`src/rtl/code_tx_pkg.sv`:
```
// Shared types and constants for the TX code serializer: FSM state encoding,
// default preamble and the frame-length helper.
package code_tx_pkg;

  typedef enum logic [2:0] {
    IDLE,
    PRE,
    DATA,
    PAR,
    GUARD
  } state_t;

  localparam logic [3:0] DEFAULT_PREAMBLE = 4'b1010;

  // Serial bits in one frame: preamble, data, optional parity, guard.
  function automatic int frame_bits(input int code_w, input int pre_w, input bit par);
    return pre_w + code_w + int'(par) + 1;
  endfunction

endpackage

```
`src/rtl/code_bit_timer.sv`:
```
// Bit-period timer: counts 0..DIV-1 while run is high and pulses bit_en on the
// last clk of each serial bit. Held at 0 while idle.
module code_bit_timer #(
  parameter int DIV = 1
) (
  input  logic clk,
  input  logic rst_n,
  input  logic run,
  output logic bit_en
);

  localparam int CW = (DIV > 1) ? $clog2(DIV) : 1;
  localparam logic [CW-1:0] LAST = CW'(DIV - 1);

  logic [CW-1:0] cnt_q;

  // NOTE: sequential state uses non-blocking (<=) so every flop samples pre-edge values.
  always_ff @(posedge clk or negedge rst_n) begin
    if (!rst_n) begin
      cnt_q <= '0;
    end else if (!run || cnt_q == LAST) begin
      cnt_q <= '0;
    end else begin
      cnt_q <= cnt_q + CW'(1);
    end
  end

  assign bit_en = run && (cnt_q == LAST);

endmodule

```
`src/rtl/code_serializer.sv`:
```
// Framed TX serializer: preamble, data (MSB or LSB first), optional even parity,
// one guard bit. Define CODE_SERIALIZER_PARITY_EN to insert the parity bit.
module code_serializer
  import code_tx_pkg::*;
#(
  parameter int              CODE_W    = 8,
  parameter int              PRE_W     = 4,
  parameter logic [PRE_W-1:0] PREAMBLE = PRE_W'(DEFAULT_PREAMBLE),
  parameter int              DIV       = 1,
  parameter bit              LSB_FIRST = 1'b0
) (
  input  logic              clk,
  input  logic              rst_n,
  input  logic              code_valid,
  input  logic [CODE_W-1:0] code,
  output logic              code_ready,
  output logic              tx_bit,
  output logic              tx_active,
  output logic              frame_done
);

  localparam int MAX_W = (PRE_W > CODE_W) ? PRE_W : CODE_W;
  localparam int CNT_W = $clog2(MAX_W + 1);

  state_t            state_q;
  logic [CODE_W-1:0] shift_q;
  logic [PRE_W-1:0]  pre_q;
  logic [CNT_W-1:0]  bit_cnt_q;
  logic              bit_en;
  logic              accept;
  logic              data_bit;
  logic [CODE_W-1:0] data_shifted;
`ifdef CODE_SERIALIZER_PARITY_EN
  logic              parity_q;
`endif

  code_bit_timer #(.DIV(DIV)) u_timer (
    .clk    (clk),
    .rst_n  (rst_n),
    .run    (state_q != IDLE),
    .bit_en (bit_en)
  );

  assign accept = code_valid && code_ready;

  // NOTE: every always_comb output gets a default first so no latch is inferred.
  always_comb begin
    data_bit     = shift_q[CODE_W-1];
    data_shifted = shift_q << 1;
    if (LSB_FIRST) begin
      data_bit     = shift_q[0];
      data_shifted = shift_q >> 1;
    end
  end

  // Decoded from state and timer flops, so it drops with the asynchronous reset.
  assign frame_done = (state_q == GUARD) && bit_en;

  // tx_bit is loaded with the next bit on the edge that ends the current one,
  // so the shift registers always hold the not-yet-sent bits at their head.
  always_ff @(posedge clk or negedge rst_n) begin
    if (!rst_n) begin
      state_q    <= IDLE;
      shift_q    <= '0;
      pre_q      <= '0;
      bit_cnt_q  <= '0;
      tx_bit     <= 1'b0;
      tx_active  <= 1'b0;
      code_ready <= 1'b0;
`ifdef CODE_SERIALIZER_PARITY_EN
      parity_q   <= 1'b0;
`endif
    end else begin
      case (state_q)
        IDLE: begin
          tx_bit    <= 1'b0;
          tx_active <= 1'b0;
          bit_cnt_q <= '0;
          if (accept) begin
            shift_q    <= code;
`ifdef CODE_SERIALIZER_PARITY_EN
            parity_q   <= ^code;
`endif
            pre_q      <= PREAMBLE << 1;
            tx_bit     <= PREAMBLE[PRE_W-1];
            tx_active  <= 1'b1;
            code_ready <= 1'b0;
            state_q    <= PRE;
          end else begin
            code_ready <= 1'b1;
          end
        end
        PRE: if (bit_en) begin
          if (bit_cnt_q == CNT_W'(PRE_W - 1)) begin
            bit_cnt_q <= '0;
            tx_bit    <= data_bit;
            shift_q   <= data_shifted;
            state_q   <= DATA;
          end else begin
            bit_cnt_q <= bit_cnt_q + CNT_W'(1);
            tx_bit    <= pre_q[PRE_W-1];
            pre_q     <= pre_q << 1;
          end
        end
        DATA: if (bit_en) begin
          if (bit_cnt_q == CNT_W'(CODE_W - 1)) begin
            bit_cnt_q <= '0;
`ifdef CODE_SERIALIZER_PARITY_EN
            tx_bit    <= parity_q;
            state_q   <= PAR;
`else
            tx_bit    <= 1'b0;
            state_q   <= GUARD;
`endif
          end else begin
            bit_cnt_q <= bit_cnt_q + CNT_W'(1);
            tx_bit    <= data_bit;
            shift_q   <= data_shifted;
          end
        end
        PAR: if (bit_en) begin
          tx_bit  <= 1'b0;
          state_q <= GUARD;
        end
        GUARD: if (bit_en) begin
          tx_active  <= 1'b0;
          code_ready <= 1'b1;
          state_q    <= IDLE;
        end
        default: state_q <= IDLE;
      endcase
    end
  end

endmodule

```
`config.mk`:
```
export PLATFORM = sky130hd
export DESIGN_NAME = code_serializer
export DESIGN_NICKNAME = d
export VERILOG_FILES = /design/src/rtl/code_tx_pkg.sv /design/src/rtl/code_bit_timer.sv /design/src/rtl/code_serializer.sv
export SDC_FILE = /design/constraint.sdc
export NUM_CORES = 1
export LEC_CHECK = 0
export CORE_UTILIZATION = 54
export DETAILED_ROUTE_END_ITERATION = 8
export PLACE_DENSITY = 0.88
export SKIP_LAST_GASP = 1
export SLEW_MARGIN = 20
export SYNTH_ARGS = -nofsm -noshare
export SYNTH_HDL_FRONTEND = slang
export SYNTH_SLANG_ARGS = --single-unit
```
`constraint.sdc`:
```
create_clock -name clk -period 2.2 [get_ports clk]
set_clock_uncertainty 0.05 [all_clocks]
set_input_delay 0.44 -clock clk [delete_from_list [all_inputs] [get_ports clk]]
set_output_delay 0.44 -clock clk [all_outputs]
set_load 0.03 [all_outputs]
```
; ---- Yosys cells after proc, flatten, opt, wreduce, memory -nomap -nowiden
; Index checks and enable logic that the tools add are counted.
[totals]
ff_bits = 23
in_bits = 11
out_inout_bits = 4
latch_bits = 0
rom_bits = 0
ramBits = 0
elab_cells = 78
memories = 0
[op_classes]
reduce_logical = 17
n_lt_le_gt_ge = 0
mux = 35
mul = 0
div_mod_pow = 0
bitwise_logic = 1
addsub = 2
shift = 0
n_eq_ne = 15
[ops]
columns = operator, n
row1 = $mux W8, 5
row2 = $mux W4, 7
row3 = $pmux W8 S3, 1
row4 = $mux W3, 7
row5 = $ne A2 B2 Y1 const B, 9
row6 = $pmux W3 S5, 1
row7 = $pmux W4 S3, 1
row8 = $mux W1, 9
row9 = $pmux W4 S2, 1
row10 = $reduce_and A4 Y1, 2
row11 = $reduce_and A7 Y1, 1
row12 = $eq A3 B2 Y1 const B, 2
row13 = $reduce_and A6 Y1, 1
row14 = $reduce_bool A3 Y1, 2
row15 = $add A4 B1 Y4 const B, 1
row16 = $eq A4 B2 Y1 const B, 1
row17 = $eq A4 B3 Y1 const B, 1
row18 = $pmux W1 S2, 2
row19 = $pmux W1 S4, 1
row20 = $reduce_bool A2 Y1, 2
row21 = $reduce_bool A4 Y1, 1
row22 = $eq A3 B1 Y1 const B, 1
row23 = $eq A3 B3 Y1 const B, 1
row24 = $logic_and A1 B1 Y1, 3
row25 = 7 further kinds, 7

; ---- Longest topological paths before layout
; Gate-level depths: netlist of run 1.
[logic_depth]
word_depth = 4
mapped_depth = 7
depth_no_buf = 5

; ---- Hierarchy
; From an unflattened synthesis of run 1, not the netlist that was laid out.
[unflattened]
cells_unflattened = 109
area_unflattened_um2 = 1162.4
[modules_own_cells]
columns = mod, cells_each, seq_area_each_um2, area_each_um2, n_inst
row1 = code_serializer, 106, 500.5, 1119.8, 1
row2 = code_bit_timer, 3, 25.0, 42.5, 1

; ---- Worst setup path after synthesis of run 1
; OpenSTA, ideal clock, no wires.
[synth_path]
kind = reg2out
startpoint = register state_q[0]
endpoint = output port frame_done
required_time_ns = 1.710
path_stages_with_launch = 4
n_path_buf = 1
arrival_time_ns = 1.496
setup_slack_ns = 0.214
cell_sequence = dfrtp_1 buf_2 or2_2 nor3_1
[synth_via]
elab_chain_cells = 3
elab_cells_between_ends = 4
cone_classes = eq/ne: 1 / reduce/logical: 3
[synth_rtl]
columns = item, line_no
row1 = from (decl), code_serializer.sv:25  ; state_t state_q;
row2 = from (signal assigned), code_serializer.sv:63  ; state_q <= IDLE;
row3 = from (signal assigned), code_serializer.sv:88  ; state_q <= PRE;
row4 = from (signal assigned), code_serializer.sv:98  ; state_q <= DATA;
row5 = $reduce_bool A3 Y1, code_serializer.sv:40  ; .run (state_q != IDLE),
row6 = $logic_and A1 B1 Y1, code_bit_timer.sv:28  ; assign bit_en = run && (cnt_q == LAST);
row7 = $logic_and A1 B1 Y1 *, code_serializer.sv:57  ; assign frame_done = (state_q == GUARD) && bit_en;
row8 = to (decl), code_serializer.sv:19  ; output logic frame_done
; Every way passes the cells marked *; elsewhere a longest branch is shown, timed or not.

; ---- Final worst setup path of run 1
; Same ends and word-level chain as after synthesis.

==> summary.txt, run 1 <==
Critical path
  • Critical path capture point type: output pin
  • Cell Chain, Critical Path: or2_2 -> nor3_1 -> dlygate4sd2_1
  • Worst Setup EP: frame_done
  • CP peak stage delay: 0.43 ns
  • Setup CP Type: reg -> out
  • Critical path arrival: 1.58 ns
  • R2R Setup Slk: 0.19 ns
  • Critical Path Fanout Max: 2
  • Worst Setup SP: state_q[0]
  • CP max-delay cell: dlygate4sd2_1
  • Critical Path Start Type: register
  • R2R depth: 5
  • CP required: 1.71 ns
  • R2R Path Start: bit_cnt_q[0]
  • Reg2reg end: shift_q[5]

Placement
  • Post-DP Area: 1395 um^2
  • IO Port Bufs: 14
  • HPWL Detailed: 1678 um
  • Routability Congestion: 0.8228

Timing
  • Final worst-path cycle share: 0.9396
  • Worst relative slew slack: 0.6619
  • Final Hold Viols: 0
  • Post-route setup TNS: 0 ns
  • Worst Tran Pin Value: 0.5071 ns
  • Final Max Tran Viols: 0
  • Final Setup Violations: 0
  • F_max: 483.8 MHz
  • Period minus WS final: 2.067 ns
  • RSZ-0062 raised after global routing: no

Synthesis
  • Main flop type after synthesis: dfrtp_1
  • Sequential-to-total area share from yosys stat: 0.4321
  • Synth warn: 0
  • Largest area contributor in the netlist: dfrtp_1
  • Number of synthesized flops with an enable pin: 0
  • Xor/xnor share of the synthesized area: 0.007202
  • Area contributors post-synth: dfrtp_1 (43%), mux2_4 (9.9%), mux2_1 (6.5%)
  • Post-synth cell types: 39
  • Simple-gate share of the synthesized area: 0.1327
  • Synth Area in Compound Gates: 0.1903
  • Avg Cell Area, Syn: 10.67 um^2
  • Ys async rst share: 1.000
  • Adder-cell share of the synthesized area: 0.01029
  • Synth Register Bits: 21
  • Gate Count Post-Synth: 114
  • Largest family of logic cells by synthesized area: compound AO/OA/AOI/OAI gates
  • Syn Nets: 126
  • Most numerous cell in the Yosys netlist: dfrtp_1
  • Area share of the largest cell type after synthesis: 0.4321
  • Mux cell area share after synthesis: 0.1636
  • Post-Syn Area: 1216 um^2
  • Top cells by count, synth: dfrtp_1 (21), mux2_4 (8), nand2_1 (8)

Final layout
  • Final instance area: 1421 um^2
  • Layout area overhead: 16.87%
  • Share of cells above drive strength 1: 0.1880
  • Sequential cell area: 525.5 um^2
  • Area of the multi-input gates: 616.8 um^2
  • Ant. Diodes: 0
  • # fillers: 154
  • Nets: 146

Drt
  • Antenna-violating nets left: 0
  • Total routed wirelength: 2293 um
  • Met3 routed WL: 89 um
  • Pre-antenna DRT Iters: 4
  • Vias: 921
  • DRC: 0
  • Metal-1 WL: 1082 um
  • DRT iter0 DRCs: 24
  • Highest metal layer with signal wires: met4
  • Wire length per cell: 14.33 um
  • Met2 wire length: 1068 um
  • Vias per cell: 5.756

Min path
  • HP Class: in -> async

Power and ir drop
  • PwrDens: 1401 nW/um^2
  • Peak supply drop: 0.0008616 V
  • Leak: 0.6655 nW

Global route
  • Initial antenna violation count: 0
  • Gr usage total: 0.2140
  • Gr ovfl total: 0
  • Pin count of the biggest net entering global routing: 22
  • First-pass GRT wire length: 3919 um
  • Vias in the first global route: 874

Floorplan
  • I/O pin count: 15
  • Initial core utilization: 0.5956
  • Die footprint: 2446 um^2
  • Core ar.: 2042 um^2
  • Row cnt: 16
  • Die X: 49.46 um
  • Die height: 49.46 um

CTS
  • CTS tree: yes
  • CTS Buffer Depth: 2
  • CTS Sinks: 21
  • CTS root buf: clkbuf_4
  • Clock latency on the worst-skew pair: 0.30 ns
  • # H-tree levels: 1
  • CTS Buf Count: 3
  • CTS clk-pin slew, worst paths: 0.11 ns

Run status
  • Outcome: finished, final reports clean

Job
  • MaxCap Viol Count: 0
[routing by layer]
metal	vias up	track usage
met5	-	0
met4	0	0.1000
met3	5	0.02778
met2	21	0.3333
met1	443	0.2970
li1	452	-
[report_power, final]
part / switching (W) / internal [W]
sequential: 0.0000917 / 0.000548
clock: 0.000112 / 0.0000679
combinational: 0.000567 / 0.000603
[cell families after synthesis]
logic type / after synthesis
adders and majority gates: 1
xor gates and xnor gates: 1
AOI/OAI and AO/OA: 31
buffers and inverters: 12
DFF: 21
other: 1
and+or+nand+nor: 32
muxes: 15
[worst min path at each step]
stage                   start           end  slack, ns  cells past startpoint
detailed placement  tx_active     tx_active       0.42                      1
CTS                     rst_n    shift_q[4]       0.41                      2
global placement    tx_active     tx_active       0.41                      1
floorplan               rst_n  bit_cnt_q[0]       0.09                      0
global route            rst_n    shift_q[4]       0.44                      2
finish                  rst_n    shift_q[4]       0.41                      2
[metrics by stage]
step	std cells	total power [W]	worst slack (ns)	utilization	hold slack [ns]
final	160	0.001991	0.1329	0.6961	0.4089
after global routing	160	0.002135	0.01960	0.6961	0.4373
after CTS	160	0.002003	0.1252	0.6961	0.4094
after detailed placement	156	0.001817	0.08236	0.6832	0.4227
after global placement	156	0.001770	0.1339	0.6832	0.4118
after floorplan	114	0.001608	0.2137	-	0.09441
[timing repair]
item | in CTS | in global routing
setup buffers | 0 | 0
hold buffers | 0 | 0
gates resized for setup | 1 | 0
endpoints found under the setup margin | 1 | 0
[area by class of cell]
| class | count | area share |
|---|---|---|
| multi-input cells | 81 | 0.4340 |
| well taps | 27 | 0.02377 |
| flip-flops and latches | 21 | 0.3697 |
| inverters | 5 | 0.01320 |
| clock inverters | 1 | 0.003521 |
| repair buffers | 22 | 0.1400 |
| clock buffers | 3 | 0.01585 |
[worst max-delay path: cells and delay by family, from the launching register on]
kind / cells / cell delay, ns
AND/OR/NAND/NOR: 2 / 0.46
buffers and inverters: 1 / 0.43
flip-flops: 1 / 0.39
[state kept, by name, summed over array words and instances, names as in the netlist]
signal,flops
u_timer.cnt_q,1
pre_q,2
tx_active,1
bit_cnt_q,4
tx_bit,1
code_ready,1
state_q,3
shift_q,8
[layout by cell type (no fill, tap or decap), types with 2 or more instances in the layout]
master            n
dfrtp_1          21
clkdlybuf4s50_1  13
nand2_1           8
mux2_4            8
buf_4             8
a21o_1            7
mux2_1            7
nor2_1            7
a21oi_1           5
nand2b_1          4
inv_1             4
nor3_1            3
o21ai_1           3
clkbuf_4          3
o21ai_0           2
nand3_1           2
nor4_1            2
nand3b_1          2
a31oi_1           2
a32o_1            2
Note: power is estimated with default switching activity, not from simulation.
==> run 2, diff against run 1 <==
Settings changed: TNS_END_PERCENT from default to 50.
==> results of run 2 <==
Final layout, timing and power as in run 1 (identical DEF).
==> run 3, diff against run 2 <==
Settings changed: GPL_TIMING_DRIVEN from default to 0, PLACE_DENSITY 0.88 to 0.78.
==> run 3 against run 2 <==
Largest cell class unchanged; final area down 0.62%; first-iteration DRC count up 4.2%; via count down 0.11%; worst setup slack worse by 0.027 ns; die area unchanged; sequential share of layout area up 0.23 points; critical endpoint is now shift_q[3]; count of clock-buffer cells in the layout unchanged.
==> summary.txt, run 3 (same netlist as run 1, synthesis figures left out) <==
Floorplan
  • Initial core utilization: 0.5956
  • I/O pin count: 15
  • Die X: 49.46 um
  • Die height: 49.46 um
  • Row cnt: 16
  • Die footprint: 2446 um^2
  • Core ar.: 2042 um^2

Timing
  • Final Setup Violations: 0
  • Worst relative slew slack: 0.3917
  • Final Hold Viols: 0
  • Period minus WS final: 2.094 ns
  • Post-route setup TNS: 0 ns
  • F_max: 477.5 MHz
  • RSZ-0062 raised after global routing: no
  • Worst Tran Pin Value: 0.9096 ns
  • Final Max Tran Viols: 0
  • Final worst-path cycle share: 0.9520

Drt
  • Total routed wirelength: 2435 um
  • Vias per cell: 5.786
  • Wire length per cell: 15.31 um
  • Pre-antenna DRT Iters: 4
  • DRT iter0 DRCs: 25
  • DRC: 0
  • Antenna-violating nets left: 0
  • Vias: 920

Global route
  • Vias in the first global route: 891
  • GR Util met1: 0.3112
  • Pin count of the biggest net entering global routing: 22
  • GR Util met3: 0.07099
  • Gr ovfl total: 0
  • Initial antenna violation count: 0
  • Top Usage Layer GRT: met2
  • Global Route met2 Usage: 0.3790
  • First-pass GRT wire length: 4284 um
  • Gr usage total: 0.2388

CTS
  • Clock latency on the worst-skew pair: 0.31 ns
  • CTS root buf: clkbuf_4
  • CTS Buf Count: 3
  • CTS Sinks: 21
  • CTS tree: yes
  • CTS clk-pin slew, worst paths: 0.11 ns
  • # H-tree levels: 1
  • CTS Buffer Depth: 2

Final layout
  • # fillers: 168
  • Layout area overhead: 16.15%
  • Most frequent cells in the layout: dfrtp_1 (21), clkdlybuf4s50_1 (13), nand2_1 (8), mux2_4 (8)
  • Commonest non-fill, non-tap cell in the layout: dfrtp_1
  • Ant. Diodes: 0
  • Max FFs per register: 8
  • Final instance area: 1413 um^2
  • Sequential cell area: 525.5 um^2
  • Area of the multi-input gates: 616.8 um^2
  • Share of cells above drive strength 1: 0.1818
  • Nets: 145
  • Biggest register: shift_q
  • Largest regs: shift_q (8), bit_cnt_q (4), state_q (3)

Job
  • MaxCap Viol Count: 0

Critical path
  • CP required: 2.35 ns
  • Critical path capture point type: register
  • CP top delay family: flip-flops
  • WP buf/inv: 2
  • Cell Chain, Critical Path: ha_1 -> or3b_1 -> buf_6 -> o211ai_2 -> o2111a_2 -> buf_12 -> mux2_4
  • Critical Path Fanout Max: 8
  • Setup CP Type: reg -> reg
  • Critical path arrival: 2.25 ns
  • Critical Path Start Type: register
  • CP max-delay cell: dfrtp_1
  • CP peak stage delay: 0.42 ns

Placement
  • HPWL Detailed: 1803 um
  • Routability Congestion: 0.8069
  • Post-DP Area: 1390 um^2
  • IO Port Bufs: 14

Power and ir drop
  • PwrDens: 1458 nW/um^2
  • Leak: 0.6580 nW
  • Peak supply drop: 0.0009470 V

Run status
  • Outcome: finished, final reports clean

Min path
  • HP Class: reg -> reg
[run 3: metrics by stage]
stage	utilization	setup WS, ns	power [W]	hold WS (ns)	std cells
global route	0.6918	0.003074	0.002222	0.4641	159
detailed placement	0.6808	-0.03708	0.001877	0.4203	155
CTS	0.6918	0.09825	0.002069	0.4468	159
global placement	0.6808	0.003875	0.001821	0.4111	155
floorplan	-	0.2137	0.001608	0.09441	114
finish	0.6918	0.1056	0.002059	0.4443	159
[run 3: layout make-up]
type	count	area share
plain buffers	7	0.03897
repair buffers	14	0.09566
clock inverters	1	0.003543
flip-flops and latches	21	0.3720
clock buffers	3	0.01594
inverters	5	0.01329
well taps	27	0.02392
multi-input cells	81	0.4367
[run 3: final timing paths]
check                              from         end  slack, ns  depth (start not counted)
min reg2reg                    pre_q[2]    pre_q[2]       0.44                          1
max reg2reg                bit_cnt_q[0]  shift_q[3]       0.11                          7
min                            pre_q[2]    pre_q[2]       0.44                          1
max in group asynchronous         rst_n  code_ready       0.97                          1
max                        bit_cnt_q[0]  shift_q[3]       0.11                          7
min in group asynchronous         rst_n  shift_q[0]       0.58                          1
[run 3: where the power goes]
group | internal, W | leakage, nW | switching [W]
Clock | 0.0000680 | 0.0177 | 0.000116
Sequential | 0.000548 | 0.261 | 0.000101
Combinational | 0.000637 | 0.379 | 0.000589
[run 3: layer usage]
| layer | up-vias | share of wire |
|---|---|---|
| met4 | 0 | 0.014 |
| li1 | 445 | - |
| met1 | 453 | 0.46 |
| met2 | 18 | 0.48 |
| met5 | - | 0 |
| met3 | 4 | 0.044 |
[run 3: timing repair]
item	in CTS	in global routing
hold buffers	0	0
buffers inserted	0	0
setup endpoints to repair	1	0
resized for setup	6	0
==> variant 1 (settings of run 3) <==
The option `CODE_SERIALIZER_PARITY_EN` is turned on by a define.
--- a/src/rtl/code_serializer.sv
+++ b/src/rtl/code_serializer.sv
@@ -2,2 +2,4 @@
 // one guard bit. Define CODE_SERIALIZER_PARITY_EN to insert the parity bit.
+`define CODE_SERIALIZER_PARITY_EN
+
 module code_serializer
Check against the original RTL: no difference found for any inputs over 10 cycles, from zero or initial values and one cycle with rst_n low; that may be too few to reach the edited logic, so the function may still have changed.
==> variant 1 against run 3 <==
- area after synthesis is 6.2% higher
- sequential power is 6.3% higher
- setup slack worse by 60 ps
- combinational power is 5% lower
- final cell count is 0.63% higher
- routed wire length is 6.4% higher
- sequential cell count is 1 higher
- design area is 7.4% higher
- clock power is 68% higher
- power is 5.6% higher
- count of clock-buffer cells in the layout stayed put
- critical path type is now flop to output pin
==> variant 1: results (changes against run 3) <==
| Metric | Value |
|---|---|
| Sequential-to-total area share from yosys stat | 42.6% (-0.57 points) |
| Detailed Route WL | 2590 microns (+6.4%) |
| P_leak | 0.662 nW (+0.54%) |
| Power share of the combinational group | 54.0% (-5.5 points) |
| Metal2 WL | 1270 microns (+9.2%) |
| Worst r2r path cells | 6 (-1) |
| Number of fill cells | 191 (+14%) |
| GRT Total Usage | 23.2% (-0.69 points) |
| First DRT Iteration DRCs | 27 (+8.0%) |
| Maximum VDD drop | 0.00106 V (+12%) |
| GPL Wtd Cong | 0.785 (-2.8%) |
| Global-route track usage on met2 | 39.5% (+1.6 points) |
| Pint | 1.40 mW (+12%) |
| Status | complete, no violations |
| Synth top area cells | dfrtp_1 (43%), mux2_4 (9.3%), mux2_2 (7.8%) |
| Top post-synthesis cells by count | dfrtp_1 (22), mux2_2 (9), mux2_4 (8), xnor2_1 (8), nor2_1 (7) |
| Fraction of layout cells with a size suffix above 1 | 25.8% (+7.6 points) |
| Worst-path fanout max | 10 (+2) |
| Metal-1 WL | 1140 microns (+1.5%) |
| Detail Route met3 WL | 104 microns (-2.8%) |
| First-pass GRT wire length | 4360 microns (+1.8%) |
| Mean Syn Cell Area | 11.3 sq um (+6.2%) |
| Pin count of the biggest net entering global routing | 23 (+4.5%) |
| Worst Tran Pin Value | 613 ps (-297 ps) |
| Vias/cell | 5.95 (+2.8%) |
==> variant 1: how the worst max path moves through the flow <==
stage,startpoint,to,slack [ps],depth (start not counted)
finish,state_q[1]$_DFFE_PN0P_,frame_done,50,4
global route,state_q[2]$_DFFE_PN0P_,frame_done,-10,3
CTS,state_q[1]$_DFFE_PN0P_,frame_done,50,4
detailed placement,state_q[1]$_DFFE_PN0P_,frame_done,-60,4
global placement,state_q[1]$_DFFE_PN0P_,frame_done,-40,4
floorplan,state_q[1]$_DFFE_PN0P_,frame_done,110,3
==> variant 1: layout make-up <==
cell class              instances  area share [%]
multi-input cells              87            46.7
flip-flops and latches         22            36.3
repair buffers                 14            8.75
well taps                      28            2.31
plain buffers                   4            2.23
clock inverters                 1            1.98
clock buffers                   3            1.49
inverters                       1           0.248
==> variant 1: cells by family (layout without fill, tap and decap cells) <==
kind of cell,count (synthesis),in the layout,synth area share [%]
AOI/OAI and AO/OA,25,25,13.7
muxes,18,18,17.9
and+or+nand+nor,34,34,16.2
other,1,1,0.290
buffers and inverters,5,23,2.91
DFF,22,22,42.6
adders and majority gates,1,1,0.969
xor gates and xnor gates,8,8,5.43
==> variant 1: what timing repair did <==
action / CTS / global route
resized for setup: 6 / 2
endpoints found under the hold margin: 0 / 0
setup endpoints to repair: 1 / 1
==> variant 1: per-stage QoR <==
step / setup WS [ps] / area (sq um) / TNS (ps) / utilization, % / power [mW]
CTS: 46.1 / 1510 / 0 / 67.8 / 2.18
finish: 45.2 / 1520 / 0 / 67.9 / 2.18
floorplan: 109 / 1290 / 0 / - / 1.60
global placement: -44.2 / 1470 / -44.2 / 65.7 / 1.80
global route: -13.1 / 1520 / -13.1 / 67.9 / 2.31
detailed placement: -61.0 / 1470 / -61.0 / 65.7 / 1.85
==> variant 2 (flow settings as in run 3) <==
Without the edit above. Re-encode `state_t` (5 states) as one-hot, 5 bits wide.
--- a/src/rtl/code_tx_pkg.sv
+++ b/src/rtl/code_tx_pkg.sv
@@ -4,8 +4,8 @@
 
-  typedef enum logic [2:0] {
-    IDLE,
-    PRE,
-    DATA,
-    PAR,
-    GUARD
+  typedef enum logic [4:0] {
+    IDLE  = 5'b00001,
+    PRE   = 5'b00010,
+    DATA  = 5'b00100,
+    PAR   = 5'b01000,
+    GUARD = 5'b10000
   } state_t;
Function: no difference found for any inputs over 10 cycles, from zero or initial values and one cycle with rst_n low; not proved beyond that.
==> variant 2 against run 3 <==
- setup slack worse by 95 ps
- routed wire length increased by 14%
- design area increased by 17%
- via count grew 12%
- final cell count rose by 8.2%
- sequential cell count is 1 higher
- sequential power increased by 8.2%
- count of clock-buffer cells in the layout rose by 1
- worst hold slack got worse by 430 ps
- area after synthesis up 4.3%
- combinational power grew 15%
- power increased by 14%
- critical path type unchanged
- highest routed layer unchanged
==> variant 2: results (changes against run 3) <==
| Metric | Value |
|---|---|
| Status | complete, no violations |
| Synth Warn # | 0 (unchanged) |
| Vias/cell | 6.01 (+3.8%) |
| Net count after synthesis | 127 (+0.79%) |
| Final setup fails | 0 (unchanged) |
| Initial antenna violation count | 0 (unchanged) |
| Pint | 1.42 mW (+13%) |
| Drt pass-1 iters | 4 (unchanged) |
| Clock slew at reported path FFs | 130 ps (+20 ps) |
| Top sig layer | met4 |
| Final Net Count | 157 (+8.3%) |
| Vias in the first global route | 939 (+5.4%) |
| Hold crit path type | input port to asynchronous set/reset pin |
| Xor/xnor share of the synthesized area | 1.38% (+0.66 points) |
| P_leak | 0.689 nW (+4.7%) |
| Clock buffer count from CTS | 3 (unchanged) |
| Number of diodes | 0 (unchanged) |
| Global-route track usage on met2 | 36.0% (-1.9 points) |
| Fraction of layout cells with a size suffix above 1 | 38.9% (+21 points) |
| Detail Route met3 WL | 102 microns (-4.7%) |
| First DRT Iteration DRCs | 23 (-8.0%) |
| FFs w/ async S/R, synth | 100% (unchanged) |
| DIE AREA | 2550 sq um (+4.1%) |
| Top flop regs | shift_q: 8 flops, bit_cnt_q: 4 flops, state_q: 4 flops |
| Metal-1 WL | 1310 microns (+16%) |
| Adder-Cell Fraction of Synth Area | 0.986% (-0.043 points) |
| Ys flop type | dfrtp_1 |
| Slew Limit Headroom | 57.9% (+19 points) |
| Maximum VDD drop | 0.000932 V (-1.6%) |
| GRT Total Usage | 23.7% (-0.18 points) |
| Worst-path fanout max | 6 (-2) |
| Detailed Route WL | 2790 microns (+14%) |
| Compound-Gate Fraction of Synth Area | 14.9% (-4.1 points) |
| Grt met1 use | 33.7% (+2.5 points) |
| GR Util met3 | 3.64% (-3.5 points) |
| Number of fill cells | 153 (-8.9%) |
| Maximum root-to-sink buffer count | 2 (unchanged) |
| Depth of the CTS H-tree | 1 (unchanged) |
| Top post-synthesis cells by count | dfrtp_1 (21), mux2_2 (16), nand2_1 (7), o21ai_0 (7), inv_1 (5) |
| Count of cell types in the netlist | 43 (+10%) |
| Sequential-to-total area share from yosys stat | 43.5% (+0.28 points) |
| Post-synthesis mux area share | 16.6% (+0.21 points) |
| First-pass GRT wire length | 4430 microns (+3.4%) |
| Synth top area cells | dfrtp_1 (41%), mux2_2 (14%), nor4b_1 (2.8%) |
| Pin count of the biggest net entering global routing | 23 (+4.5%) |
| Dpl hpwl | 1740 microns (-3.5%) |
| Root buf cell | clkbuf_4 |
| Worst skew pair latency | 310 ps (about the same) |
| Port bufs | 14 (unchanged) |
| Metal2 WL | 1330 microns (+14%) |
| GPL Wtd Cong | 0.881 (+9.2%) |
-- variant 2: changes by cell type after synthesis, moves of 5 or more --
| cell | run 3 | this run |
|---|---|---|
| o21ai_0 | 2 | 7 |
| a21o_1 | 7 | 0 |
| mux2_2 | 0 | 16 |
| mux2_1 | 7 | 0 |
| mux2_4 | 8 | 0 |
-- variant 2: per-stage QoR --
stage / instance area (sq um) / worst slack [ps] / util, % / hold WS (ps) / cells
after floorplan: 1270 / 103 / - / 94.4 / 115
after global placement: 1440 / -254 / 65.3 / 423 / 157
after detailed placement: 1440 / -240 / 65.3 / 429 / 157
after CTS: 1550 / -21.8 / 70.2 / 457 / 165
after global routing: 1650 / -28.2 / 74.7 / 50.4 / 172
final: 1650 / 10.2 / 74.7 / 15.3 / 172
-- variant 2: cell type report --
type	count	area [sq um]	share of cell area [%]
plain buffers	5	41.3	2.50
clock buffers	4	36.3	2.20
inverters	5	18.8	1.14
multi-input cells	83	748	45.3
flip-flops and latches	22	554	33.5
well taps	28	35.0	2.12
repair buffers	25	219	13.2
-- variant 2: final timing paths --
check | from | endpoint | slack, ps | cells after the start
max | state_q[4]$_DFFE_PN0P_ | state_q[2]$_DFFE_PN0P_ | 10 | 5
min | rst_n | bit_cnt_q[2]$_DFFE_PN0P_ | 20 | 1
max reg2reg | state_q[4]$_DFFE_PN0P_ | state_q[2]$_DFFE_PN0P_ | 10 | 5
min reg2reg | tx_bit$_DFFE_PN0P_ | tx_bit$_DFFE_PN0P_ | 450 | 2
max in group asynchronous | rst_n | state_q[0]$_DFFE_PN1P_ | 1730 | 1
min in group clk | tx_bit$_DFFE_PN0P_ | tx_bit$_DFFE_PN0P_ | 450 | 2
-- variant 2: repair_timing --
item                                    4_1_cts  5_1_grt
gates resized for setup                      16       11
endpoints found under the setup margin       10       11
buffers inserted                              4        7
hold buffers                                  0        0
pin swaps                                     1        1
-- variant 2: cells by family (layout without fill, tap and decap cells) --
logic type,count (synthesis),count (layout)
AO/OA/AOI/OAI,25,25
XOR/XNOR,2,2
adder cells (fa/ha/maj),1,1
buffers and inverters,10,39
flip-flops,22,22
multiplexers,19,19
other,1,1
AND/OR/NAND/NOR,35,35
-- variant 2: worst max-delay path: stages, from the launching register on --
cell and delay, ps:
dfrtp_2 460, buf_4 170, or4b_4 550, and3_1 230, o211ai_4 250, mux2_2 370
-- variant 2: power by group through the flow --
stage | Combinational, mW | Sequential, mW | Clock (mW)
detailed placement | 1.14 | 0.706 | 0
CTS | 1.28 | 0.702 | 0.234
global route | 1.52 | 0.721 | 0.251
floorplan | 0.848 | 0.733 | 0
finish | 1.41 | 0.703 | 0.230
global placement | 1.12 | 0.701 | 0
